$ cat src/rtl/scalar_accel_arbiter_pkg.sv
// Shared definitions for the Scalar accelerator arbiter: FSM state encoding and a
// width helper for deriving address/counter widths from count parameters.
package scalar_accel_pkg;

  typedef enum logic [1:0] {
    ST_IDLE  = 2'd0,
    ST_GRANT = 2'd1,
    ST_DRAIN = 2'd2
  } arb_state_t;

  // Minimum width to address 'value' distinct items; never returns less than 1.
  function automatic int clog2_f(input int value);
    int result;
    int remaining;
    result    = 0;
    remaining = value - 1;
    while (remaining > 0) begin
      result++;
      remaining = remaining >> 1;
    end
    return (result < 1) ? 1 : result;
  endfunction

endpackage

$ cat src/rtl/scalar_accel_arbiter_if.sv
// Accelerator-side bus of the arbiter. The i_/o_ prefixes are from the arbiter's
// point of view: accelerators (master) drive i_*, the arbiter (slave) drives o_*.
interface scalar_accel_arbiter_if #(
  parameter int REQ_COUNT         = 4,
  parameter int THREAD_ADDR_WIDTH = 3
);

  logic [REQ_COUNT-1:0]         i_req;
  logic [REQ_COUNT-1:0]         i_release;
  logic [REQ_COUNT-1:0]         i_req_i_wren;
  logic [REQ_COUNT-1:0]         i_req_a_wren;
  logic [REQ_COUNT-1:0]         i_req_b_wren;
  logic [REQ_COUNT-1:0]         i_req_c_in;

  logic [REQ_COUNT-1:0]         o_grant;
  logic                         o_i_wren_other;
  logic                         o_a_wren_other;
  logic                         o_b_wren_other;
  logic                         o_alu_c_in;
  logic                         o_busy;
  logic [THREAD_ADDR_WIDTH-1:0] o_thread_slot;

  modport master (
    output i_req, i_release, i_req_i_wren, i_req_a_wren, i_req_b_wren, i_req_c_in,
    input  o_grant, o_i_wren_other, o_a_wren_other, o_b_wren_other, o_alu_c_in,
           o_busy, o_thread_slot
  );

  modport slave (
    input  i_req, i_release, i_req_i_wren, i_req_a_wren, i_req_b_wren, i_req_c_in,
    output o_grant, o_i_wren_other, o_a_wren_other, o_b_wren_other, o_alu_c_in,
           o_busy, o_thread_slot
  );

endinterface

$ cat src/rtl/scalar_accel_arbiter_rr_priority_pick.sv
// Round-robin picker: first requesting index strictly after i_rr_ptr, wrapping
// around, so the previous winner has the lowest priority. Purely combinational.
module rr_priority_pick
  import scalar_accel_pkg::*;
#(
  parameter int REQ_COUNT      = 4,
  parameter int REQ_ADDR_WIDTH = clog2_f(REQ_COUNT)
) (
  input  logic [REQ_COUNT-1:0]      i_req,
  input  logic [REQ_ADDR_WIDTH-1:0] i_rr_ptr,
  output logic [REQ_COUNT-1:0]      o_pick,
  output logic [REQ_ADDR_WIDTH-1:0] o_pick_idx,
  output logic                      o_valid
);

  logic [REQ_ADDR_WIDTH-1:0] w_cand;

  always_comb begin
    o_pick     = '0;
    o_pick_idx = '0;
    o_valid    = 1'b0;
    w_cand     = '0;
    for (int k = 1; k <= REQ_COUNT; k++) begin
      w_cand = REQ_ADDR_WIDTH'((int'(i_rr_ptr) + k) % REQ_COUNT);
      if (!o_valid && i_req[w_cand]) begin
        o_valid        = 1'b1;
        o_pick_idx     = w_cand;
        o_pick[w_cand] = 1'b1;
      end
    end
  end

endmodule

$ cat src/rtl/scalar_accel_arbiter.sv
// Shares one Scalar core's memory-write enables and ALU carry-in among several
// accelerators; ownership moves only at barrel-round boundaries.
//
// state | meaning
// IDLE  | no owner, nobody was requesting at the last boundary
// GRANT | one accelerator owns the Scalar control inputs for whole rounds
// DRAIN | one quiet round after ownership ends so in-flight writes retire
module scalar_accel_arbiter
  import scalar_accel_pkg::*;
#(
  parameter int REQ_COUNT         = 4,
  parameter int REQ_ADDR_WIDTH    = clog2_f(REQ_COUNT),
  parameter int THREAD_COUNT      = 8,
  parameter int THREAD_ADDR_WIDTH = clog2_f(THREAD_COUNT),
  parameter int MAX_HOLD_ROUNDS   = 4,
  parameter int HOLD_WIDTH        = clog2_f(MAX_HOLD_ROUNDS + 1)
) (
  input  logic                 i_clock,
  input  logic                 i_reset,
  scalar_accel_arbiter_if.slave bus
);

  arb_state_t                   r_state;
  arb_state_t                   w_state_nxt;
  logic [THREAD_ADDR_WIDTH-1:0] r_thread_slot;
  logic [HOLD_WIDTH-1:0]        r_hold;
  logic [HOLD_WIDTH-1:0]        w_hold_nxt;
  logic [REQ_ADDR_WIDTH-1:0]    r_rr_ptr;
  logic [REQ_ADDR_WIDTH-1:0]    w_rr_ptr_nxt;
  logic [REQ_COUNT-1:0]         r_grant;
  logic [REQ_COUNT-1:0]         w_grant_nxt;

  logic                         w_boundary;
  logic                         w_owner_req;
  logic                         w_owner_rel;
  logic                         w_others_pending;
  logic                         w_hold_expired;
  logic                         w_active;
  logic [REQ_COUNT-1:0]         w_pick;
  logic [REQ_ADDR_WIDTH-1:0]    w_pick_idx;
  logic                         w_pick_valid;

  rr_priority_pick #(
    .REQ_COUNT      (REQ_COUNT),
    .REQ_ADDR_WIDTH (REQ_ADDR_WIDTH)
  ) u_pick (
    .i_req      (bus.i_req),
    .i_rr_ptr   (r_rr_ptr),
    .o_pick     (w_pick),
    .o_pick_idx (w_pick_idx),
    .o_valid    (w_pick_valid)
  );

  assign w_boundary       = (r_thread_slot == THREAD_ADDR_WIDTH'(THREAD_COUNT - 1));
  assign w_owner_req      = |(r_grant & bus.i_req);
  assign w_owner_rel      = |(r_grant & bus.i_release);
  assign w_others_pending = |(bus.i_req & ~r_grant);
  // >= rather than == so a saturated hold (long uncontested ownership) still yields.
  assign w_hold_expired   = (r_hold >= HOLD_WIDTH'(MAX_HOLD_ROUNDS - 1));

  always_ff @(posedge i_clock) begin
    if (i_reset) begin
      r_state       <= ST_IDLE;
      r_thread_slot <= '0;
      r_hold        <= '0;
      r_rr_ptr      <= REQ_ADDR_WIDTH'(REQ_COUNT - 1);
      r_grant       <= '0;
    end else begin
      r_state       <= w_state_nxt;
      r_thread_slot <= w_boundary ? '0 : r_thread_slot + 1'b1;
      r_hold        <= w_hold_nxt;
      r_rr_ptr      <= w_rr_ptr_nxt;
      r_grant       <= w_grant_nxt;
    end
  end

  always_comb begin
    w_state_nxt  = r_state;
    w_hold_nxt   = r_hold;
    w_rr_ptr_nxt = r_rr_ptr;
    w_grant_nxt  = r_grant;
    unique case (r_state)
      ST_IDLE, ST_DRAIN: begin
        w_grant_nxt = '0;
        if (w_boundary) begin
          if (w_pick_valid) begin
            w_state_nxt  = ST_GRANT;
            w_grant_nxt  = w_pick;
            w_rr_ptr_nxt = w_pick_idx;
            w_hold_nxt   = '0;
          end else begin
            w_state_nxt = ST_IDLE;
          end
        end
      end
      ST_GRANT: begin
        // Release beats every boundary decision, and never hands off directly.
        if (w_owner_rel) begin
          w_state_nxt = ST_DRAIN;
          w_grant_nxt = '0;
        end else if (w_boundary) begin
          if (!w_owner_req || (w_others_pending && w_hold_expired)) begin
            w_state_nxt = ST_DRAIN;
            w_grant_nxt = '0;
          end else if (r_hold != HOLD_WIDTH'(MAX_HOLD_ROUNDS)) begin
            w_hold_nxt = r_hold + 1'b1;
          end
        end
      end
      default: begin
        w_state_nxt = ST_IDLE;
        w_grant_nxt = '0;
      end
    endcase
  end

  assign w_active = (r_state == ST_GRANT);

  assign bus.o_grant        = r_grant;
  assign bus.o_i_wren_other = w_active & |(r_grant & bus.i_req_i_wren);
  assign bus.o_a_wren_other = w_active & |(r_grant & bus.i_req_a_wren);
  assign bus.o_b_wren_other = w_active & |(r_grant & bus.i_req_b_wren);
  assign bus.o_alu_c_in     = w_active & |(r_grant & bus.i_req_c_in);
  assign bus.o_busy         = (r_state != ST_IDLE);
  assign bus.o_thread_slot  = r_thread_slot;

endmodule

$ cat src/flat_wrapper.sv
// flat-port wrapper written by rule: the top's interface ports become plain ports
module scalar_accel_arbiter_flat import scalar_accel_pkg::*;
#(
  parameter int REQ_COUNT         = 4,
  parameter int REQ_ADDR_WIDTH    = clog2_f(REQ_COUNT),
  parameter int THREAD_COUNT      = 8,
  parameter int THREAD_ADDR_WIDTH = clog2_f(THREAD_COUNT),
  parameter int MAX_HOLD_ROUNDS   = 4,
  parameter int HOLD_WIDTH        = clog2_f(MAX_HOLD_ROUNDS + 1)
)
  (i_clock, i_reset, bus_i_req, bus_i_release, bus_i_req_i_wren, bus_i_req_a_wren, bus_i_req_b_wren, bus_i_req_c_in, bus_o_grant, bus_o_i_wren_other, bus_o_a_wren_other, bus_o_b_wren_other, bus_o_alu_c_in, bus_o_busy, bus_o_thread_slot);
  scalar_accel_arbiter_if #(.REQ_COUNT(REQ_COUNT), .THREAD_ADDR_WIDTH(THREAD_ADDR_WIDTH)) bus_i ();
  input  logic i_clock;
  input  logic i_reset;
  input wire logic [$bits(bus_i.i_req)-1:0] bus_i_req;
  input wire logic [$bits(bus_i.i_release)-1:0] bus_i_release;
  input wire logic [$bits(bus_i.i_req_i_wren)-1:0] bus_i_req_i_wren;
  input wire logic [$bits(bus_i.i_req_a_wren)-1:0] bus_i_req_a_wren;
  input wire logic [$bits(bus_i.i_req_b_wren)-1:0] bus_i_req_b_wren;
  input wire logic [$bits(bus_i.i_req_c_in)-1:0] bus_i_req_c_in;
  output wire logic [$bits(bus_i.o_grant)-1:0] bus_o_grant;
  output wire logic [$bits(bus_i.o_i_wren_other)-1:0] bus_o_i_wren_other;
  output wire logic [$bits(bus_i.o_a_wren_other)-1:0] bus_o_a_wren_other;
  output wire logic [$bits(bus_i.o_b_wren_other)-1:0] bus_o_b_wren_other;
  output wire logic [$bits(bus_i.o_alu_c_in)-1:0] bus_o_alu_c_in;
  output wire logic [$bits(bus_i.o_busy)-1:0] bus_o_busy;
  output wire logic [$bits(bus_i.o_thread_slot)-1:0] bus_o_thread_slot;
  assign bus_i.i_req = bus_i_req;
  assign bus_i.i_release = bus_i_release;
  assign bus_i.i_req_i_wren = bus_i_req_i_wren;
  assign bus_i.i_req_a_wren = bus_i_req_a_wren;
  assign bus_i.i_req_b_wren = bus_i_req_b_wren;
  assign bus_i.i_req_c_in = bus_i_req_c_in;
  assign bus_o_grant = bus_i.o_grant;
  assign bus_o_i_wren_other = bus_i.o_i_wren_other;
  assign bus_o_a_wren_other = bus_i.o_a_wren_other;
  assign bus_o_b_wren_other = bus_i.o_b_wren_other;
  assign bus_o_alu_c_in = bus_i.o_alu_c_in;
  assign bus_o_busy = bus_i.o_busy;
  assign bus_o_thread_slot = bus_i.o_thread_slot;
  scalar_accel_arbiter #(.REQ_COUNT(REQ_COUNT), .REQ_ADDR_WIDTH(REQ_ADDR_WIDTH), .THREAD_COUNT(THREAD_COUNT), .THREAD_ADDR_WIDTH(THREAD_ADDR_WIDTH), .MAX_HOLD_ROUNDS(MAX_HOLD_ROUNDS), .HOLD_WIDTH(HOLD_WIDTH)) u_core (.i_clock(i_clock), .i_reset(i_reset), .bus(bus_i));
endmodule
$ cat config.mk
export PLATFORM = sky130hd
export DESIGN_NAME = scalar_accel_arbiter_flat
export DESIGN_NICKNAME = d
export VERILOG_FILES = /design/src/rtl/scalar_accel_arbiter_pkg.sv /design/src/rtl/scalar_accel_arbiter_if.sv /design/src/rtl/scalar_accel_arbiter_rr_priority_pick.sv /design/src/rtl/scalar_accel_arbiter.sv /design/src/flat_wrapper.sv
export SDC_FILE = /design/constraint.sdc
export NUM_CORES = 1
export LEC_CHECK = 0
export ABC_CLOCK_PERIOD_IN_PS = 3300
export CAP_MARGIN = 30
export CORE_ASPECT_RATIO = 0.75
export CORE_MARGIN = 4
export CORE_UTILIZATION = 50
export DETAILED_ROUTE_END_ITERATION = 7
export GPL_ROUTABILITY_DRIVEN = 0
export PLACE_DENSITY = 0.81
export RECOVER_POWER = 25
export SLEW_MARGIN = 20
export SYNTH_ARGS = -nofsm -noshare
export SYNTH_HDL_FRONTEND = slang
export SYNTH_HIERARCHICAL = 1
export SYNTH_SLANG_ARGS = --single-unit
$ cat constraint.sdc
create_clock -name i_clock -period 3.3 [get_ports i_clock]
set_input_delay 0.495 -clock i_clock [delete_from_list [all_inputs] [get_ports i_clock]]
set_output_delay 0.495 -clock i_clock [all_outputs]
set_load 0.005 [all_outputs]
==> flow_summary.toml, run 1 <==
[die]
initial_utilization_pct = 55.2
core_region_area_um2 = 2740
boundaryPins = 38
die_span_in_x_um = 71.6
rows = 16
die_height_um = 55.7
die_area_um2 = 3980

[logic_synthesis]
post_synth_edffs = 0
synth_cell_types = 49
synth_warnings = 6
postSynthRegisterBits = 14
post_synth_inst_count = 175
main_area_contributors_after_synthesis = "dfxtp_1, ha_1, mux2i_1"
yosys_most_used_dff = "dfxtp_1"
syn_area_per_cell_um2 = 8.66
yosys.area.top_type_share_pct = 18.5
postSynth.asyncResetShare_pct = 0
yosys.area.top_type = "dfxtp_1"
syn_area_um2 = 1520
synth_nets = 214
seq_area_frac_synth_pct = 18.5

[min_path]
timing.hold.worst_path_depth = 1
worstHoldStart = "u_core/bus.o_thread_slot[0]"
hold_path_class = "flip-flop to flip-flop"
holdPathEnd = "u_core/bus.o_thread_slot[0]"

[layout]
finalNetCount = 245
num_antenna_cells = 0
layout.area.seq_um2 = 280
syn2layout_area_growth_pct = 25.2
num-fill-cells = 216
fin_util_pct = 69.2
multiInputGateArea_um2 = 1080
drive_above_1_share_pct = 10.8

[clock_tree]
cell_at_the_root_of_the_clock_tree = "clkbuf_8"
tritoncts.num_buffers = 3
clock_sink_count = 14
clock_tree_from_tritoncts = "built"
holdBufCountCts = 0
cts-root-to-sink-buffers = 2
post_cts_buffers = 0
cts_htree_levels = 1
clock_edge_transition_at_the_registers_on_the_reported_setup_and_hold_paths_ps = 60
cts_resized = 0
clk_latency_ps = 240

[worst_setup_path]
worst-setup-path-type = "input port to flip-flop"
cell_count_of_the_worst_reg_to_reg_path = 7
reg2reg_from = "u_core/r_rr_ptr[1]"
endpoint_kind = "flip-flop"
worstPathRequired_ps = 3440
regToRegSetupSlack_ps = 820
timing.critical_path.arrival_ps = 2670
r2r_end = "u_core/bus.o_grant[0]"
critPathLaunchType = "input port"
crit_fanout = 16

[routing]
avgRoutedWirePerCell_um = 18.4
drc = 0
drt_pre_antenna_iters = 4
wirelength_um = 4410
dr_total_vias = 1534
detail-route-antenna-nets = 0
drc_violation_total_after_the_first_tritonroute_iteration = 118
routed_via_density = 6.39

[sta]
post_route_clock_skew_ps = 5.90
final_hold_viol_count = 0
finalCriticalPeriod_ps = 2530
max_slew.worst_pin.slew_ps = 567
final_worst_path_cycle_share_pct = 76.8
setup_tns_ps = 0
slew-limit-headroom_pct = 61.1
setup_viol = 0
drv_slew = 0
fmax_mhz = 395
grt_setup_unrepaired = "no"

[placed_design]
dp_hpwl_um = 3390
port_buffers = 37

[power]
sequentialPowerShare_pct = 43.5
comb_power_share_pct = 22.6
clkPwrFrac_pct = 33.9
switching_power_w = 0.000101
power_density_nw_per_um2 = 212
power_switching_share_pct = 25.0
static-leakage-power_nw = 0.712
vdd.ir_drop.worst_mv = 0.246
p_int_w = 0.000302

[global_routing]
grt_first_pass_wirelength_um = 7180
grt_util_all_layers_pct = 22.1
leftover_overflow_at_the_end_of_global_routing = 0
grt_pass1_vias = 1493
grt_start_max_net_pins = 21
antenna_found_initial = 0

[status]
outcome = "complete, no violations"

[run]
max-cap-violations = 0
-- flip-flops by register name (all words and copies together), names as in the netlist --
name	count
u_core/r_hold	3
u_core/bus.o_grant	4
u_core/bus.o_thread_slot	3
u_core/r_rr_ptr	2
u_core/r_state	2
-- power groups by stage --
stage / clock network, W / registers (W) / logic [W]
after floorplan: 0 / 0.000179 / 0.0000431
after global placement: 0 / 0.000178 / 0.0000881
after detailed placement: 0 / 0.000179 / 0.0000908
after CTS: 0.000139 / 0.000175 / 0.0000914
after global routing: 0.000148 / 0.000176 / 0.0000979
final: 0.000137 / 0.000175 / 0.0000911
-- how the worst max path moves through the flow --
stage	slack (ps)	to	startpoint
after floorplan	720	u_core/bus.o_grant[0]	u_core/r_rr_ptr[0]
after global placement	580	u_core/bus.o_grant[0]	bus_i_req[1]
after detailed placement	540	u_core/bus.o_grant[0]	bus_i_req[3]
after CTS	790	u_core/bus.o_grant[0]	bus_i_req[3]
after global routing	690	u_core/bus.o_grant[1]	bus_i_req[1]
final	770	u_core/bus.o_grant[0]	bus_i_req[2]
-- routing by layer --
layer,up-vias,GRT usage [%],wire length (µm),share of wire [%]
li1,719,-,-,-
met1,740,29.7,1850,42
met2,67,35.1,2110,48
met3,8,5.23,384,8.7
met4,0,6.17,62,1.4
met5,-,0,0,0
-- critical path: stages --
cell and delay, ps:
clkdlybuf4s50_1 630, mux4_2 700, nand4_1 150, o31ai_1 70
or3_1 380, a32o_1 220
-- final cells by class --
cell class	count	area share, %
multi-input cells	133	57.2
repair buffers	40	20.7
flip-flops and latches	14	14.8
inverters	14	2.77
well taps	36	2.37
clock buffers	3	2.18
-- cell families after synthesis --
logic type | share of synthesized area [%]
AND/OR/NAND/NOR | 21.7
AO/OA/AOI/OAI | 31.5
buffers and inverters | 9.91
flip-flops | 18.5
adder cells (fa/ha/maj) | 10.7
multiplexers | 7.68
-- cell usage after synthesis (2+ instances only) --
cell / n
a2111o_1: 4
a211o_1: 2
a211oi_1: 3
a21oi_1: 8
a22oi_1: 8
a22oi_2: 2
a31oi_1: 5
a32o_1: 4
and2_1: 2
buf_2: 3
buf_6: 5
clkbuf_1: 5
dfxtp_1: 14
ha_1: 13
inv_1: 14
mux2i_1: 6
mux4_2: 2
nand2_1: 14
nand2b_1: 5
nand2b_2: 2
nand3b_1: 2
nand4_1: 6
nor2_1: 11
o21ai_0: 2
o31ai_1: 5
or3_1: 5
-- metrics by stage --
step | hold WS (ps) | cell area (µm²) | setup WS (ps) | std cells | total power (W)
2_1_floorplan | 458 | 1520 | 718 | 175 | 0.000222
3_3_place_gp | 448 | 1860 | 575 | 237 | 0.000266
3_5_place_dp | 472 | 1860 | 537 | 237 | 0.000270
4_1_cts | 480 | 1900 | 795 | 240 | 0.000406
5_1_grt | 522 | 1900 | 692 | 240 | 0.000422
6_report | 466 | 1900 | 767 | 240 | 0.000403
-- cell usage in the layout (no fill, tap or decap), drive strengths merged, types with 2 or more instances in the layout --
master         instances
ha                    13
and2                   2
a21oi                  8
a2111o                 4
a22oi                 10
a211o                  2
nand3b                 3
a32o                   4
clkbuf                 3
mux4                   2
a31oi                  5
o21ai                  3
clkdlybuf4s50         33
buf                    3
dlygate4sd3            4
inv                   14
a211oi                 4
mux2i                  6
nor2                  11
or3                    5
o31ai                  5
nand2b                 7
dfxtp                 14
a221oi                 2
nand2                 14
nand4                  6
Power figures use the tool's default switching activity.
==> run 2: changes to the inputs <==
ABC_CLOCK_PERIOD_IN_PS = 2500   (was 3300)
clock period = 2.5 ns   (was 3.3 ns; I/O delays follow)
==> flow_summary.toml, run 2 (same netlist as run 1, synthesis figures left out) <==
[placed_design]
port_buffers = 37
place.detailed.instances = 244
dp_hpwl_um = 3330

[die]
initial_utilization_pct = 55.2
die_area_um2 = 3980
core_region_area_um2 = 2740
die_span_in_x_um = 71.6
boundaryPins = 38
rows = 16
die_height_um = 55.7

[layout]
fin_util_pct = 71.6
drive_above_1_share_pct = 14.2
num_antenna_cells = 0
layout.cells.non_filler = 248
most-common-layout-cells = "clkdlybuf4s50_1, inv_1, nand2_1, dfxtp_1, ha_1"
syn2layout_area_growth_pct = 29.6
finalNetCount = 252
largest_reg_flops = 4
layout.cells.most_common = "clkdlybuf4s50_1"

[sta]
max_slew.worst_pin.slew_ps = 541
grt_setup_unrepaired = "no"
final_worst_path_cycle_share_pct = 91.1
post_route_clock_skew_ps = 4.30
slew-limit-headroom_pct = 62.9
finalCriticalPeriod_ps = 2280
drv_slew = 0
fmax_mhz = 439
setup_viol = 0
setup_tns_ps = 0
final_hold_viol_count = 0

[routing]
detail-route-antenna-nets = 0
drc_violation_total_after_the_first_tritonroute_iteration = 218
drc = 0
wirelength_um = 4310
routed_via_density = 6.21
dr_total_vias = 1539
avgRoutedWirePerCell_um = 17.4
drt_pre_antenna_iters = 7

[clock_tree]
clock_edge_transition_at_the_registers_on_the_reported_setup_and_hold_paths_ps = 60
tritoncts.num_buffers = 3
clk_latency_ps = 250
cts_htree_levels = 1
cts-root-to-sink-buffers = 2
cell_at_the_root_of_the_clock_tree = "clkbuf_8"
post_cts_buffers = 0
holdBufCountCts = 0
clock_sink_count = 14
cts_resized = 0
clock_tree_from_tritoncts = "built"

[power]
vdd.ir_drop.worst_mv = 0.438
static-leakage-power_nw = 0.752
switching_power_w = 0.000144
p_int_w = 0.000438
power_switching_share_pct = 24.7
finalPower_w = 0.000582
sequentialPowerShare_pct = 39.7
power_density_nw_per_um2 = 296
comb_power_share_pct = 21.7
clkPwrFrac_pct = 38.7

[global_routing]
leftover_overflow_at_the_end_of_global_routing = 0
grt_util_all_layers_pct = 22.2
grt_pass1_vias = 1539
grt_first_pass_wirelength_um = 7180
grt_start_max_net_pins = 21
antenna_found_initial = 0

[worst_setup_path]
cp_cell_sequence = "buf_4 > mux4_2 > nand4_1 > o311ai_0 > or3_1 > a32o_1"
worst-setup-path-type = "flip-flop to flip-flop"
worstPathRequired_ps = 2640
endpoint_kind = "flip-flop"
regToRegSetupSlack_ps = 220
timing.critical_path.arrival_ps = 2420
reg2reg_from = "u_core/r_rr_ptr[0]"
cp_slowest_cell = "mux4_2"
buffering_stage_count_on_the_worst_path_with_inverters_included = 1
crit_fanout = 20
critical-path-top-delay-family = "multiplexers"
critPathLaunchType = "flip-flop"
critical-path-max-stage-delay_ps = 690
r2r_end = "u_core/bus.o_grant[0]"
cell_count_of_the_worst_reg_to_reg_path = 6

[min_path]
holdPathEnd = "u_core/bus.o_thread_slot[0]"
worstHoldStart = "u_core/bus.o_thread_slot[0]"
hold_path_class = "flip-flop to flip-flop"
timing.hold.worst_path_depth = 1

[run]
max-cap-violations = 0

[status]
outcome = "complete, no violations"
[run 2: cell count changes in the layout (fill, tap and decap cells not counted)]
cell      delta
and2_0       +1
buf_4        +7
and2_1       -1
clkbuf_8     +1
[run 2: per-layer routing]
metal / vias up / global-route usage [%] / share of wire [%]
met3: 8 / 4.33 / 6.1
met4: 0 / 6.97 / 2.2
met1: 734 / 29.2 / 43
li1: 738 / - / -
met2: 59 / 36.3 / 49
met5: - / 0 / 0
[run 2: power by group through the flow]
stage | Combinational [W] | Sequential [W] | Clock, W
6_report | 0.000126 | 0.000231 | 0.000225
5_1_grt | 0.000136 | 0.000231 | 0.000238
4_1_cts | 0.000127 | 0.000231 | 0.000225
3_5_place_dp | 0.000126 | 0.000236 | 0
3_3_place_gp | 0.000121 | 0.000236 | 0
2_1_floorplan | 0.0000569 | 0.000236 | 0
[run 2: worst register-to-register path, stage by stage, from the launching register on]
cell	delay [ps]
dfxtp_1	340
buf_4	260
mux4_2	690
nand4_1	190
o311ai_0	160
or3_1	330
a32o_1	210
[run 2: worst max path at each step]
stage / startpoint / endpoint / depth (start not counted)
CTS: u_core/r_rr_ptr[0] / u_core/bus.o_grant[0] / 6
global route: u_core/r_rr_ptr[0] / u_core/bus.o_grant[3] / 7
detailed placement: bus_i_req[2] / u_core/bus.o_grant[0] / 6
finish: u_core/r_rr_ptr[0] / u_core/bus.o_grant[0] / 6
global placement: bus_i_req[2] / u_core/bus.o_grant[0] / 6
floorplan: u_core/r_rr_ptr[0] / u_core/bus.o_grant[0] / 10
[run 2: cell type report]
cell class	instances	area, µm²
Sequential cell	14	280
Fill cell	216	779
Tap cell	36	45.0
Clock buffer	4	55.1
Multi-Input combinational cell	133	1080
Timing Repair Buffer	47	445
Inverter	14	52.6
[run 2: metrics by stage]
| stage | hold slack [ps] | setup slack, ps | cell area [µm²] |
|---|---|---|---|
| global route | 508 | 125 | 1960 |
| CTS | 474 | 210 | 1960 |
| finish | 462 | 222 | 1960 |
| detailed placement | 461 | 48.3 | 1910 |
| global placement | 456 | 115 | 1910 |
| floorplan | 458 | 57.3 | 1520 |
==> run 3: changes to the inputs <==
CELL_PAD_IN_SITES_DETAIL_PLACEMENT = 0   (was default)
CELL_PAD_IN_SITES_GLOBAL_PLACEMENT = 2   (was default)
CORE_UTILIZATION = 29   (was 50)
PLACE_DENSITY = default   (was 0.81)
PLACE_DENSITY_LB_ADDON = 0.1   (was default)
==> flow_summary.toml, run 3 (same netlist as run 1, synthesis figures left out) <==
[routing]
wirelength_um = 4390
drt_pre_antenna_iters = 4
routed_via_density = 5.38
drc_violation_total_after_the_first_tritonroute_iteration = 64
avgRoutedWirePerCell_um = 15.3
detail-route-antenna-nets = 0
drc = 0
dr_total_vias = 1543

[power]
sequentialPowerShare_pct = 39.5
finalPower_w = 0.000585
p_int_w = 0.000440
clkPwrFrac_pct = 38.5
power_switching_share_pct = 24.8
comb_power_share_pct = 22.1
switching_power_w = 0.000145
vdd.ir_drop.worst_mv = 0.167
static-leakage-power_nw = 0.767
power_density_nw_per_um2 = 288

[status]
outcome = "complete, no violations"

[worst_setup_path]
worstPathRequired_ps = 2690
endpoint_kind = "flip-flop"
critPathLaunchType = "input port"
worst-setup-path-type = "input port to flip-flop"
timing.critical_path.arrival_ps = 2370
crit_fanout = 8

[die]
rows = 22
die_area_um2 = 6460
die_height_um = 70.6
core_region_area_um2 = 4980
die_span_in_x_um = 91.5
initial_utilization_pct = 30.4
boundaryPins = 38

[placed_design]
dp_hpwl_um = 3450
worst_slack_at_placement_ps = 62.4
port_buffers = 37

[clock_tree]
cell_at_the_root_of_the_clock_tree = "clkbuf_8"
post_cts_buffers = 0
clock_tree_from_tritoncts = "built"
tritoncts.num_buffers = 3
clk_latency_ps = 250
cts-root-to-sink-buffers = 2
clock_sink_count = 14
cts_htree_levels = 1
cts_resized = 0
clock_edge_transition_at_the_registers_on_the_reported_setup_and_hold_paths_ps = 60
holdBufCountCts = 0

[layout]
drive_above_1_share_pct = 15.3
fin_util_pct = 40.8
finalNetCount = 255
most-common-layout-cells = "clkdlybuf4s50_1, inv_1, nand2_1, dfxtp_1"
syn2layout_area_growth_pct = 34.0
num_antenna_cells = 0
largest_reg_flops = 4
layout.cells.most_common = "clkdlybuf4s50_1"

[min_path]
hold_path_class = "flip-flop to flip-flop"

[sta]
final_hold_viol_count = 0
post_route_clock_skew_ps = 1.16
max_slew.worst_pin.slew_ps = 448
fmax_mhz = 459
setup_viol = 0
finalCriticalPeriod_ps = 2180
worst_slack_ps = 322
setup_tns_ps = 0
slew-limit-headroom_pct = 69.3
drv_slew = 0
grt_setup_unrepaired = "no"
final_worst_path_cycle_share_pct = 87.1

[run]
max-cap-violations = 0

[global_routing]
grt_util_all_layers_pct = 13.8
leftover_overflow_at_the_end_of_global_routing = 0
grt_first_pass_wirelength_um = 7380
antenna_found_initial = 0
grt_start_max_net_pins = 21
grt_pass1_vias = 1431
## run 3: worst paths after layout
check	slack [ps]	end	from	cells past startpoint
max	320	u_core/bus.o_grant[2]	bus_i_req[3]	7
min	470	u_core/bus.o_thread_slot[0]	u_core/bus.o_thread_slot[0]	1
max reg2reg	330	u_core/bus.o_grant[2]	u_core/r_rr_ptr[0]	6
min reg2reg	470	u_core/bus.o_thread_slot[0]	u_core/bus.o_thread_slot[0]	1
## run 3: worst max-delay path: stages
cell             delay [ps]
clkdlybuf4s50_1         480
buf_4                   200
or3b_2                  470
a2111o_1                430
a31oi_1                 170
a2111o_1                120
a32o_1                  120
## run 3: power by group through the flow
stage	Clock [W]	Sequential, W	Combinational [W]
finish	0.000225	0.000231	0.000129
CTS	0.000235	0.000231	0.000131
floorplan	0	0.000236	0.0000569
global route	0.000246	0.000231	0.000142
global placement	0	0.000236	0.000129
detailed placement	0	0.000236	0.000130
## run 3: metrics by stage
| step | instance area, µm² | instances | hold slack (ps) |
|---|---|---|---|
| finish | 2030 | 287 | 465 |
| global route | 2030 | 287 | 492 |
| CTS | 2030 | 287 | 471 |
| detailed placement | 1980 | 283 | 456 |
| global placement | 1980 | 283 | 454 |
| floorplan | 1520 | 175 | 458 |
## run 3: area by class of cell
| cell class | instances | area (µm²) |
|---|---|---|
| inverter | 14 | 52.6 |
| clock buffer | 4 | 55.1 |
| multi-input combinational | 133 | 1080 |
| tap | 72 | 90.1 |
| fill | 512 | 2950 |
| sequential | 14 | 280 |
| timing repair buffer | 50 | 468 |
## run 3: routing by layer
metal | GRT usage, % | share of wire [%] | wire length, µm | vias to the layer above
met4 | 2.01 | 0.66 | 29 | 0
met1 | 20.6 | 49 | 2170 | 728
li1 | - | - | - | 747
met3 | 3.51 | 6.8 | 300 | 4
met5 | 0 | 0 | 0 | -
met2 | 20.2 | 43 | 1890 | 64
